## src/rtl/riscv_perf_dump_if.sv

```systemverilog
// Bundles the CSR initiator port and the counter output stream.
// The dump engine is the master side. The CSR arbiter and the stream consumer are the slave side.
interface riscv_perf_dump_if;
    logic        csr_req_o;
    logic        csr_gnt_i;
    logic        csr_access_o;
    logic [11:0] csr_addr_o;
    logic [31:0] csr_wdata_o;
    logic [1:0]  csr_op_o;
    logic [31:0] csr_rdata_i;
    logic        out_valid_o;
    logic        out_ready_i;
    logic [31:0] out_data_o;
    logic [4:0]  out_index_o;
    logic        out_last_o;

    modport master (
        output csr_req_o, csr_access_o, csr_addr_o, csr_wdata_o, csr_op_o,
        output out_valid_o, out_data_o, out_index_o, out_last_o,
        input  csr_gnt_i, csr_rdata_i, out_ready_i
    );

    modport slave (
        input  csr_req_o, csr_access_o, csr_addr_o, csr_wdata_o, csr_op_o,
        input  out_valid_o, out_data_o, out_index_o, out_last_o,
        output csr_gnt_i, csr_rdata_i, out_ready_i
    );
endinterface

```

## src/rtl/riscv_perf_dump.sv

```systemverilog
// Performance counter dump engine. It saves the counter mode register and freezes counting.
// It then streams every counter out, optionally clears them all, and restores the mode register.
module riscv_perf_dump #(
    parameter int unsigned N_COUNTERS = 10
) (
    input  logic               clk,
    input  logic               rst_n,
    input  logic               start_i,
    input  logic               clear_i,
    output logic               busy_o,
    output logic               done_o,
    riscv_perf_dump_if.master  bus
);
    localparam logic [1:0]  CSR_OP_NONE  = 2'b00;
    localparam logic [1:0]  CSR_OP_WRITE = 2'b01;
    localparam logic [11:0] CSR_PCMR     = 12'h7A1;
    localparam logic [11:0] CSR_PCCR0    = 12'h780;
    localparam logic [11:0] CSR_PCCR_ALL = 12'h79F;
    localparam logic [4:0]  LAST_IDX     = 5'(N_COUNTERS - 1);

    typedef enum logic [2:0] {IDLE, SAVE, FREEZE, READ, OUT, CLEAR, RESTORE, DONE} state_e;

    state_e      state_q, state_d;
    logic [4:0]  idx_q, idx_d;
    logic        clear_q, clear_d;
    logic [1:0]  saved_pcmr_q, saved_pcmr_d;
    logic        busy_q, busy_d;
    logic        done_q, done_d;
    logic        csr_req_q, csr_req_d;
    logic [11:0] csr_addr_q, csr_addr_d;
    logic [31:0] csr_wdata_q, csr_wdata_d;
    logic [1:0]  csr_op_q, csr_op_d;
    logic        out_valid_q, out_valid_d;
    logic [31:0] out_data_q, out_data_d;
    logic [4:0]  out_index_q, out_index_d;
    logic        out_last_q, out_last_d;

    logic xfer;
    logic accept;

    assign xfer   = csr_req_q & bus.csr_gnt_i;
    assign accept = out_valid_q & bus.out_ready_i;

    always_comb begin
        state_d      = state_q;
        idx_d        = idx_q;
        clear_d      = clear_q;
        saved_pcmr_d = saved_pcmr_q;
        out_data_d   = out_data_q;
        out_index_d  = out_index_q;
        case (state_q)
            IDLE: if (start_i) begin
                clear_d = clear_i;
                state_d = SAVE;
            end
            SAVE: if (xfer) begin
                saved_pcmr_d = bus.csr_rdata_i[1:0];
                state_d      = FREEZE;
            end
            FREEZE: if (xfer) begin
                idx_d   = '0;
                state_d = READ;
            end
            READ: if (xfer) begin
                out_data_d  = bus.csr_rdata_i;
                out_index_d = idx_q;
                state_d     = OUT;
            end
            OUT: if (accept) begin
                if (idx_q == LAST_IDX) begin
                    state_d = clear_q ? CLEAR : RESTORE;
                end else begin
                    idx_d   = idx_q + 5'd1;
                    state_d = READ;
                end
            end
            CLEAR:   if (xfer) state_d = RESTORE;
            RESTORE: if (xfer) state_d = DONE;
            DONE:    state_d = IDLE;
            default: state_d = IDLE;
        endcase
    end

    // Outputs are decoded from the next state so that every port comes straight from a flop.
    always_comb begin
        busy_d      = (state_d != IDLE);
        done_d      = (state_d == DONE);
        out_valid_d = (state_d == OUT);
        out_last_d  = (state_d == OUT) && (idx_d == LAST_IDX);
        csr_req_d   = 1'b0;
        csr_addr_d  = '0;
        csr_wdata_d = '0;
        csr_op_d    = CSR_OP_NONE;
        case (state_d)
            SAVE: begin
                csr_req_d  = 1'b1;
                csr_addr_d = CSR_PCMR;
            end
            FREEZE: begin
                csr_req_d  = 1'b1;
                csr_addr_d = CSR_PCMR;
                csr_op_d   = CSR_OP_WRITE;
            end
            READ: begin
                csr_req_d  = 1'b1;
                csr_addr_d = CSR_PCCR0 + 12'(idx_d);
            end
            CLEAR: begin
                csr_req_d  = 1'b1;
                csr_addr_d = CSR_PCCR_ALL;
                csr_op_d   = CSR_OP_WRITE;
            end
            RESTORE: begin
                csr_req_d   = 1'b1;
                csr_addr_d  = CSR_PCMR;
                csr_op_d    = CSR_OP_WRITE;
                csr_wdata_d = {30'b0, saved_pcmr_d};
            end
            default: ;
        endcase
    end

    always_ff @(posedge clk or negedge rst_n) begin
        if (!rst_n) begin
            state_q      <= IDLE;
            idx_q        <= '0;
            clear_q      <= 1'b0;
            saved_pcmr_q <= 2'b00;
            busy_q       <= 1'b0;
            done_q       <= 1'b0;
            csr_req_q    <= 1'b0;
            csr_addr_q   <= '0;
            csr_wdata_q  <= '0;
            csr_op_q     <= CSR_OP_NONE;
            out_valid_q  <= 1'b0;
            out_data_q   <= '0;
            out_index_q  <= '0;
            out_last_q   <= 1'b0;
        end else begin
            state_q      <= state_d;
            idx_q        <= idx_d;
            clear_q      <= clear_d;
            saved_pcmr_q <= saved_pcmr_d;
            busy_q       <= busy_d;
            done_q       <= done_d;
            csr_req_q    <= csr_req_d;
            csr_addr_q   <= csr_addr_d;
            csr_wdata_q  <= csr_wdata_d;
            csr_op_q     <= csr_op_d;
            out_valid_q  <= out_valid_d;
            out_data_q   <= out_data_d;
            out_index_q  <= out_index_d;
            out_last_q   <= out_last_d;
        end
    end

    assign busy_o           = busy_q;
    assign done_o           = done_q;
    assign bus.csr_req_o    = csr_req_q;
    assign bus.csr_access_o = csr_req_q;
    assign bus.csr_addr_o   = csr_addr_q;
    assign bus.csr_wdata_o  = csr_wdata_q;
    assign bus.csr_op_o     = csr_op_q;
    assign bus.out_valid_o  = out_valid_q;
    assign bus.out_data_o   = out_data_q;
    assign bus.out_index_o  = out_index_q;
    assign bus.out_last_o   = out_last_q;
endmodule

```

## src/flat_wrapper.sv

```systemverilog
// flat-port wrapper written by rule: the top's interface ports become plain ports
module riscv_perf_dump_flat 
#(
    parameter int unsigned N_COUNTERS = 10
)
  (clk, rst_n, start_i, clear_i, busy_o, done_o, bus_csr_req_o, bus_csr_access_o, bus_csr_addr_o, bus_csr_wdata_o, bus_csr_op_o, bus_out_valid_o, bus_out_data_o, bus_out_index_o, bus_out_last_o, bus_csr_gnt_i, bus_csr_rdata_i, bus_out_ready_i);
  riscv_perf_dump_if bus_i ();
  input  logic clk;
  input  logic rst_n;
  input  logic start_i;
  input  logic clear_i;
  output logic busy_o;
  output logic done_o;
  output wire logic [$bits(bus_i.csr_req_o)-1:0] bus_csr_req_o;
  output wire logic [$bits(bus_i.csr_access_o)-1:0] bus_csr_access_o;
  output wire logic [$bits(bus_i.csr_addr_o)-1:0] bus_csr_addr_o;
  output wire logic [$bits(bus_i.csr_wdata_o)-1:0] bus_csr_wdata_o;
  output wire logic [$bits(bus_i.csr_op_o)-1:0] bus_csr_op_o;
  output wire logic [$bits(bus_i.out_valid_o)-1:0] bus_out_valid_o;
  output wire logic [$bits(bus_i.out_data_o)-1:0] bus_out_data_o;
  output wire logic [$bits(bus_i.out_index_o)-1:0] bus_out_index_o;
  output wire logic [$bits(bus_i.out_last_o)-1:0] bus_out_last_o;
  input wire logic [$bits(bus_i.csr_gnt_i)-1:0] bus_csr_gnt_i;
  input wire logic [$bits(bus_i.csr_rdata_i)-1:0] bus_csr_rdata_i;
  input wire logic [$bits(bus_i.out_ready_i)-1:0] bus_out_ready_i;
  assign bus_csr_req_o = bus_i.csr_req_o;
  assign bus_csr_access_o = bus_i.csr_access_o;
  assign bus_csr_addr_o = bus_i.csr_addr_o;
  assign bus_csr_wdata_o = bus_i.csr_wdata_o;
  assign bus_csr_op_o = bus_i.csr_op_o;
  assign bus_out_valid_o = bus_i.out_valid_o;
  assign bus_out_data_o = bus_i.out_data_o;
  assign bus_out_index_o = bus_i.out_index_o;
  assign bus_out_last_o = bus_i.out_last_o;
  assign bus_i.csr_gnt_i = bus_csr_gnt_i;
  assign bus_i.csr_rdata_i = bus_csr_rdata_i;
  assign bus_i.out_ready_i = bus_out_ready_i;
  riscv_perf_dump #(.N_COUNTERS(N_COUNTERS)) u_core (.clk(clk), .rst_n(rst_n), .start_i(start_i), .clear_i(clear_i), .busy_o(busy_o), .done_o(done_o), .bus(bus_i));
endmodule
```

## config.mk

```make
export PLATFORM = sky130hd
export DESIGN_NAME = riscv_perf_dump_flat
export DESIGN_NICKNAME = d
export VERILOG_FILES = /design/src/rtl/riscv_perf_dump_if.sv /design/src/rtl/riscv_perf_dump.sv /design/src/flat_wrapper.sv
export SDC_FILE = /design/constraint.sdc
export NUM_CORES = 1
export LEC_CHECK = 0
export CAP_MARGIN = 10
export CORE_ASPECT_RATIO = 0.7
export CORE_MARGIN = 3
export CORE_UTILIZATION = 38
export DETAILED_ROUTE_END_ITERATION = 10
export HOLD_SLACK_MARGIN = 0.06
export PLACE_DENSITY_LB_ADDON = 0.12
export SETUP_SLACK_MARGIN = 0.2
export SYNTH_ARGS = -nofsm -noshare
export SYNTH_HDL_FRONTEND = slang
export SYNTH_SLANG_ARGS = --single-unit
```

## constraint.sdc

```tcl
create_clock -name clk -period 2.1 [get_ports clk]
set_input_delay 0.63 -clock clk [delete_from_list [all_inputs] [get_ports clk]]
set_output_delay 0.63 -clock clk [all_outputs]
set_load 0.01 [all_outputs]
```

==> metrics.csv, run 1 <==
metric,value,unit
Final Cell Area,4510,um^2
Die W,110,um
DIE AREA,8740,um^2
Hold WC Path Type,in -> async,
Worst Path Max Fanout,4,
Final Skew,7.98,ps
row cnt,25,
Post-synth top flop,dfrtp_1,
htree depth,3,
CORE AREA,7070,um^2
Clock transition at path regs,70,ps
total of max-cap violations,0,
total grt overflow,0,
Power Density,1360,nW/um^2
Worst R2R Start,u_core.state_q[0],
CP cell instances,"or3b_4, buf_6, or4_4, o211a_1, nand3b_4, a21oi_2",
CP required,2360,ps
maximum root-to-sink buffer count,2,
worst reg2reg setup slack,120,ps
Mapped Cells,245,
nets,414,
"most common cell after layout, fill and taps aside",dfrtp_1,
Worst Reg-to-Reg Cells,6,
Placed Area,4000,um^2
io pins,127,
FF-to-FF End,u_core.bus.csr_addr_o[1],
Final min period,1980,ps
DP Worst Slack,-333,ps
CP max stage cell,or4_4,
Post-CTS Hold Buffers,0,
power after layout,6.15,mW
Initial Utilization,41.1,%
sequential fraction of the synthesis area,54.3,%
port bufs,93,
Layout Area Growth over Synthesis,55.2,%
TritonCTS Buffers,9,
Mapped Avg Cell Area,11.9,um^2
Leak,2.28,nW
Yosys reg bits,63,
Ys Warns,0,
clock root buffer,clkbuf_8,
Die H,79.1,um
Routed wire per std cell,14.8,um
status,completed,
RSZ-0062 raised after global routing,yes,
setup ws final,117,ps
"Cell Area, Synth",2900,um^2
WHS,301,ps
first-pass GRT wire length,10.7,mm
pin count of the biggest net entering global routing,64,
Crit path max-delay family,simple AND/OR/NAND/NOR gates,
initial antenna violation count,0,
drt first pass iters,5,
Final ANT Viol Nets,0,
gp weighted congestion,0.901,
"commonest non-fill, non-tap cells in the layout","dfrtp_1, clkdlybuf4s50_1, mux2_2, conb_1, buf_4",
crit path launch,u_core.state_q[0],
setup TNS,0,ps
CTS Sinks,63,
ys async rst share,100,%
DRC Markers,0,
Bufs and invs on worst path,1,
Netlist cell types,45,
Final Hold Viols,0,
crit-path max cell delay,500,ps
via count,2224,
DRT Wirelength,7.01,mm
Final Cycle Share,94.4,%
initial drt markers,64,
"EDFF count, synth",0,
vias in the first global route,2130,
Detail Placement HPWL,4.88,mm
worst skew pair latency,340,ps
CTS tree,built,
crit path DAT,2250,ps
n_diodes,0,
"Setup violations, final",0,
Global Route Usage Sum,15.9,%
VDD IR max,698,uV
CP Class,reg -> reg,
Via density,4.71,
crit path launch type,flip-flop,
share of cells above drive strength 1,33.3,%
Worst Setup End Kind,flip-flop,
fmax,0.504,GHz
max-slew violation count,0,
[routing by layer]
layer | vias up | routed length [um] | GRT usage [%]
met1 | 1065 | 3040 | 20.1
met5 | - | 0 | 0
met3 | 14 | 644 | 7.31
li1 | 1038 | - | -
met4 | 0 | 128 | 6.15
met2 | 107 | 3190 | 23.8
[cells in the mapped netlist (all sizes together) (3+ instances only)]
cell type,number,area [um^2]
nor2b,3,18.8
dfrtp,63,1580
o211ai,6,50.1
nand3,8,40.0
clkbuf,6,23.8
nor2,4,15.0
nand2b,3,21.3
nand2,15,56.3
or3,3,18.8
o21ai,9,45.0
a21oi,8,43.8
inv,10,37.5
mux2,34,383
buf,41,298
or4,4,30.0
[layout make-up]
cell class,count,area [um^2]
repair buffers,133,1330
inverters,11,46.3
multi-input cells,156,1250
clock buffers,11,131
flip-flops and latches,63,1580
well taps,94,118
clock inverters,4,47.5
fillers,587,2560
[state kept, by name, summed over array words and instances, names as in the netlist, 2 cells and up]
name / count
u_core.state_q: 3
u_core.idx_q: 5
u_core.bus.csr_wdata_o: 2
u_core.bus.out_data_o: 32
u_core.saved_pcmr_q: 2
u_core.bus.out_index_o: 5
u_core.bus.csr_addr_o: 7
[cell families (layout without fill, tap and decap cells)]
kind of cell | after synthesis | count (layout) | synth area share (%)
fa+ha+maj | 2 | 2 | 0.862
simple gates | 53 | 53 | 11.2
flops | 63 | 63 | 54.3
mux | 34 | 34 | 13.2
buf+inv | 58 | 159 | 12.5
other cells | 1 | 33 | 0.129
compound gates | 34 | 34 | 7.88
[per-stage QoR]
step | utilization [%] | instances
6_report | 63.8 | 472
5_1_grt | 63.8 | 472
4_1_cts | 60.9 | 468
3_5_place_dp | 56.6 | 445
3_3_place_gp | 56.6 | 445
2_1_floorplan | - | 277
[report_power, final]
| group | switching (mW) | total (mW) | internal [mW] | leakage, nW |
|---|---|---|---|---|
| clock network | 0.439 | 0.977 | 0.538 | 0.0892 |
| registers | 0.209 | 1.92 | 1.71 | 0.785 |
| logic | 1.49 | 3.26 | 1.77 | 1.41 |
| total | 2.14 | 6.15 | 4.01 | 2.28 |
[how the worst max path moves through the flow]
stage / to / cells after the start / slack [ps]
finish: u_core.bus.csr_addr_o[1] / 6 / 120
global route: u_core.bus.csr_addr_o[5] / 7 / 70
floorplan: u_core.bus.out_last_o / 10 / 190
global placement: u_core.bus.out_last_o / 7 / -350
CTS: u_core.bus.csr_addr_o[1] / 6 / 120
detailed placement: u_core.bus.csr_wdata_o[0] / 8 / -330
[repair_timing]
item / CTS / global route
pin swaps: 9 / 3
buffers inserted: 8 / 4
resized for setup: 28 / 51
setup endpoints to repair: 56 / 41
Note: power is estimated with default switching activity, not from simulation.
==> run 2, diff against run 1 <==
- CTS_CLUSTER_SIZE: default -> 10
==> results of run 2 <==
No change in the layout: final DEF, timing and power equal those of run 1.
==> run 3, diff against run 2 <==
- CTS_CLUSTER_SIZE: 10 -> default
- RECOVER_POWER: default -> 50
==> run 3 against run 2 <==
Hold slack better by 180 ps; total power decreased by 0.32%; count of clock-buffer cells in the layout is the same; sequential power about the same; global-route usage is the same; largest cell class unchanged.
==> metrics.csv, run 3 (same netlist as run 1, synthesis figures left out) <==
metric,value,unit
status,completed,
setup TNS,0,ps
Rel. slew slack,7.74,%
DIE AREA,8740,um^2
Layout Area Growth over Synthesis,52.2,%
busiest layer in global routing,met2,
Final Cell Area,4420,um^2
htree depth,3,
total of max-cap violations,0,
io pins,127,
initial antenna violation count,0,
"Setup violations, final",0,
GRT met1 Usage,20.1,%
crit path launch type,flip-flop,
n_diodes,0,
CP Class,reg -> reg,
share of cells above drive strength 1,33.1,%
fin cells,472,
Final ANT Viol Nets,0,
crit-path max cell delay,500,ps
RSZ-0062 raised after global routing,yes,
Initial Utilization,41.1,%
crit path DAT,2250,ps
max-slew violation count,0,
"commonest non-fill, non-tap cells in the layout","dfrtp_1, clkdlybuf4s50_1, mux2_2, conb_1, buf_4",
vias in the first global route,2130,
Via density,4.72,
worst skew pair latency,340,ps
nets,414,
Die H,79.1,um
gp weighted congestion,0.901,
DRC Markers,0,
maximum root-to-sink buffer count,2,
Worst Setup End Kind,flip-flop,
pin count of the biggest net entering global routing,64,
Final min period,1980,ps
"most common cell after layout, fill and taps aside",dfrtp_1,
total grt overflow,0,
port bufs,93,
clock root buffer,clkbuf_8,
Detail Placement HPWL,4.88,mm
CORE AREA,7070,um^2
Placed Area,4000,um^2
VDD IR max,682,uV
CP required,2360,ps
CP max stage cell,or4_4,
Routed wire per std cell,14.9,um
# fillers,598,
drt first pass iters,4,
Final Hold Viols,0,
Crit path max-delay family,simple AND/OR/NAND/NOR gates,
Die W,110,um
CTS tree,built,
Global Route Usage Sum,15.9,%
TritonCTS Buffers,9,
Final Skew,7.80,ps
Worst-Margin Slew,1380,ps
Final Core Density,62.5,%
via count,2227,
initial drt markers,60,
met2 Resource Use GR,23.8,%
power after layout,6.13,mW
Bufs and invs on worst path,1,
row cnt,25,
CP cell instances,"or3b_4, buf_6, or4_4, o211a_1, nand3b_4, a21oi_2",
Hold WC Path Type,reg -> reg,
GR Util met3,7.31,%
total placed cells including tap cells,445,
fmax,0.504,GHz
CTS Sinks,63,
first-pass GRT wire length,10.7,mm
Power Density,1390,nW/um^2
Final Cycle Share,94.5,%
max reg flops,32,
Leak,1.97,nW
Worst Path Max Fanout,4,
DRT Wirelength,7.02,mm
Clock transition at path regs,70,ps
[run 3: cell types whose count changed in the layout (fill, tap and decap cells not counted)]
| cell | delta |
|---|---|
| dlymetal6s2s_1 | -25 |
| clkdlybuf4s25_1 | +24 |
| clkbuf_1 | +2 |
| buf_12 | -1 |
| buf_2 | +1 |
| buf_4 | -1 |
[run 3: area by class of cell]
type	instances	area [um^2]	share of cell area [%]
multi-input cells	156	1250	28.3
well taps	94	118	2.66
clock buffers	11	131	2.97
clock inverters	4	47.5	1.08
inverters	11	46.3	1.05
flip-flops and latches	63	1580	35.7
repair buffers	133	1250	28.2
[run 3: path summary, 6_finish.rpt]
| kind | startpoint | to | slack, ps | cells past startpoint |
|---|---|---|---|---|
| max in group asynchronous | rst_n | u_core.bus.csr_access_o | 450 | 2 |
| min | u_core.bus.out_index_o[3] | u_core.bus.out_index_o[3] | 480 | 2 |
| max reg2reg | u_core.state_q[0] | u_core.bus.csr_addr_o[1] | 120 | 6 |
| max | u_core.state_q[0] | u_core.bus.csr_addr_o[1] | 120 | 6 |
| min reg2reg | u_core.bus.out_index_o[3] | u_core.bus.out_index_o[3] | 480 | 2 |
| min in group asynchronous | rst_n | u_core.bus.csr_addr_o[2] | 720 | 2 |
[run 3: tightest hold or removal path, cell delays in order, from the launching register on]
cell,delay (ps)
dfrtp_1,340
nand2_1,50
o21ai_0,60
[run 3: per-layer routing]
metal	vias up	share of wire (%)	wire [um]
li1	1038	-	-
met5	-	0	0
met1	1060	43	3040
met3	14	9.9	695
met4	0	1.9	130
met2	115	45	3160
[run 3: per-stage QoR]
stage / hold slack (ps) / setup slack [ps]
after CTS: 305 / 117
after global routing: 496 / 66.9
after floorplan: 334 / 192
after global placement: 461 / -348
after detailed placement: 470 / -333
final: 476 / 115
[run 3: where the power goes]
part	total, mW	switching [mW]	internal, mW
Clock	0.978	0.441	0.538
Combinational	3.23	1.49	1.74
Sequential	1.93	0.218	1.71
Total	6.13	2.15	3.98
[run 3: what timing repair did]
item,in CTS,in global routing
setup endpoints to repair,56,41
hold buffers,0,0
buffers inserted,8,4
resized for setup,28,51
pin swaps,9,3
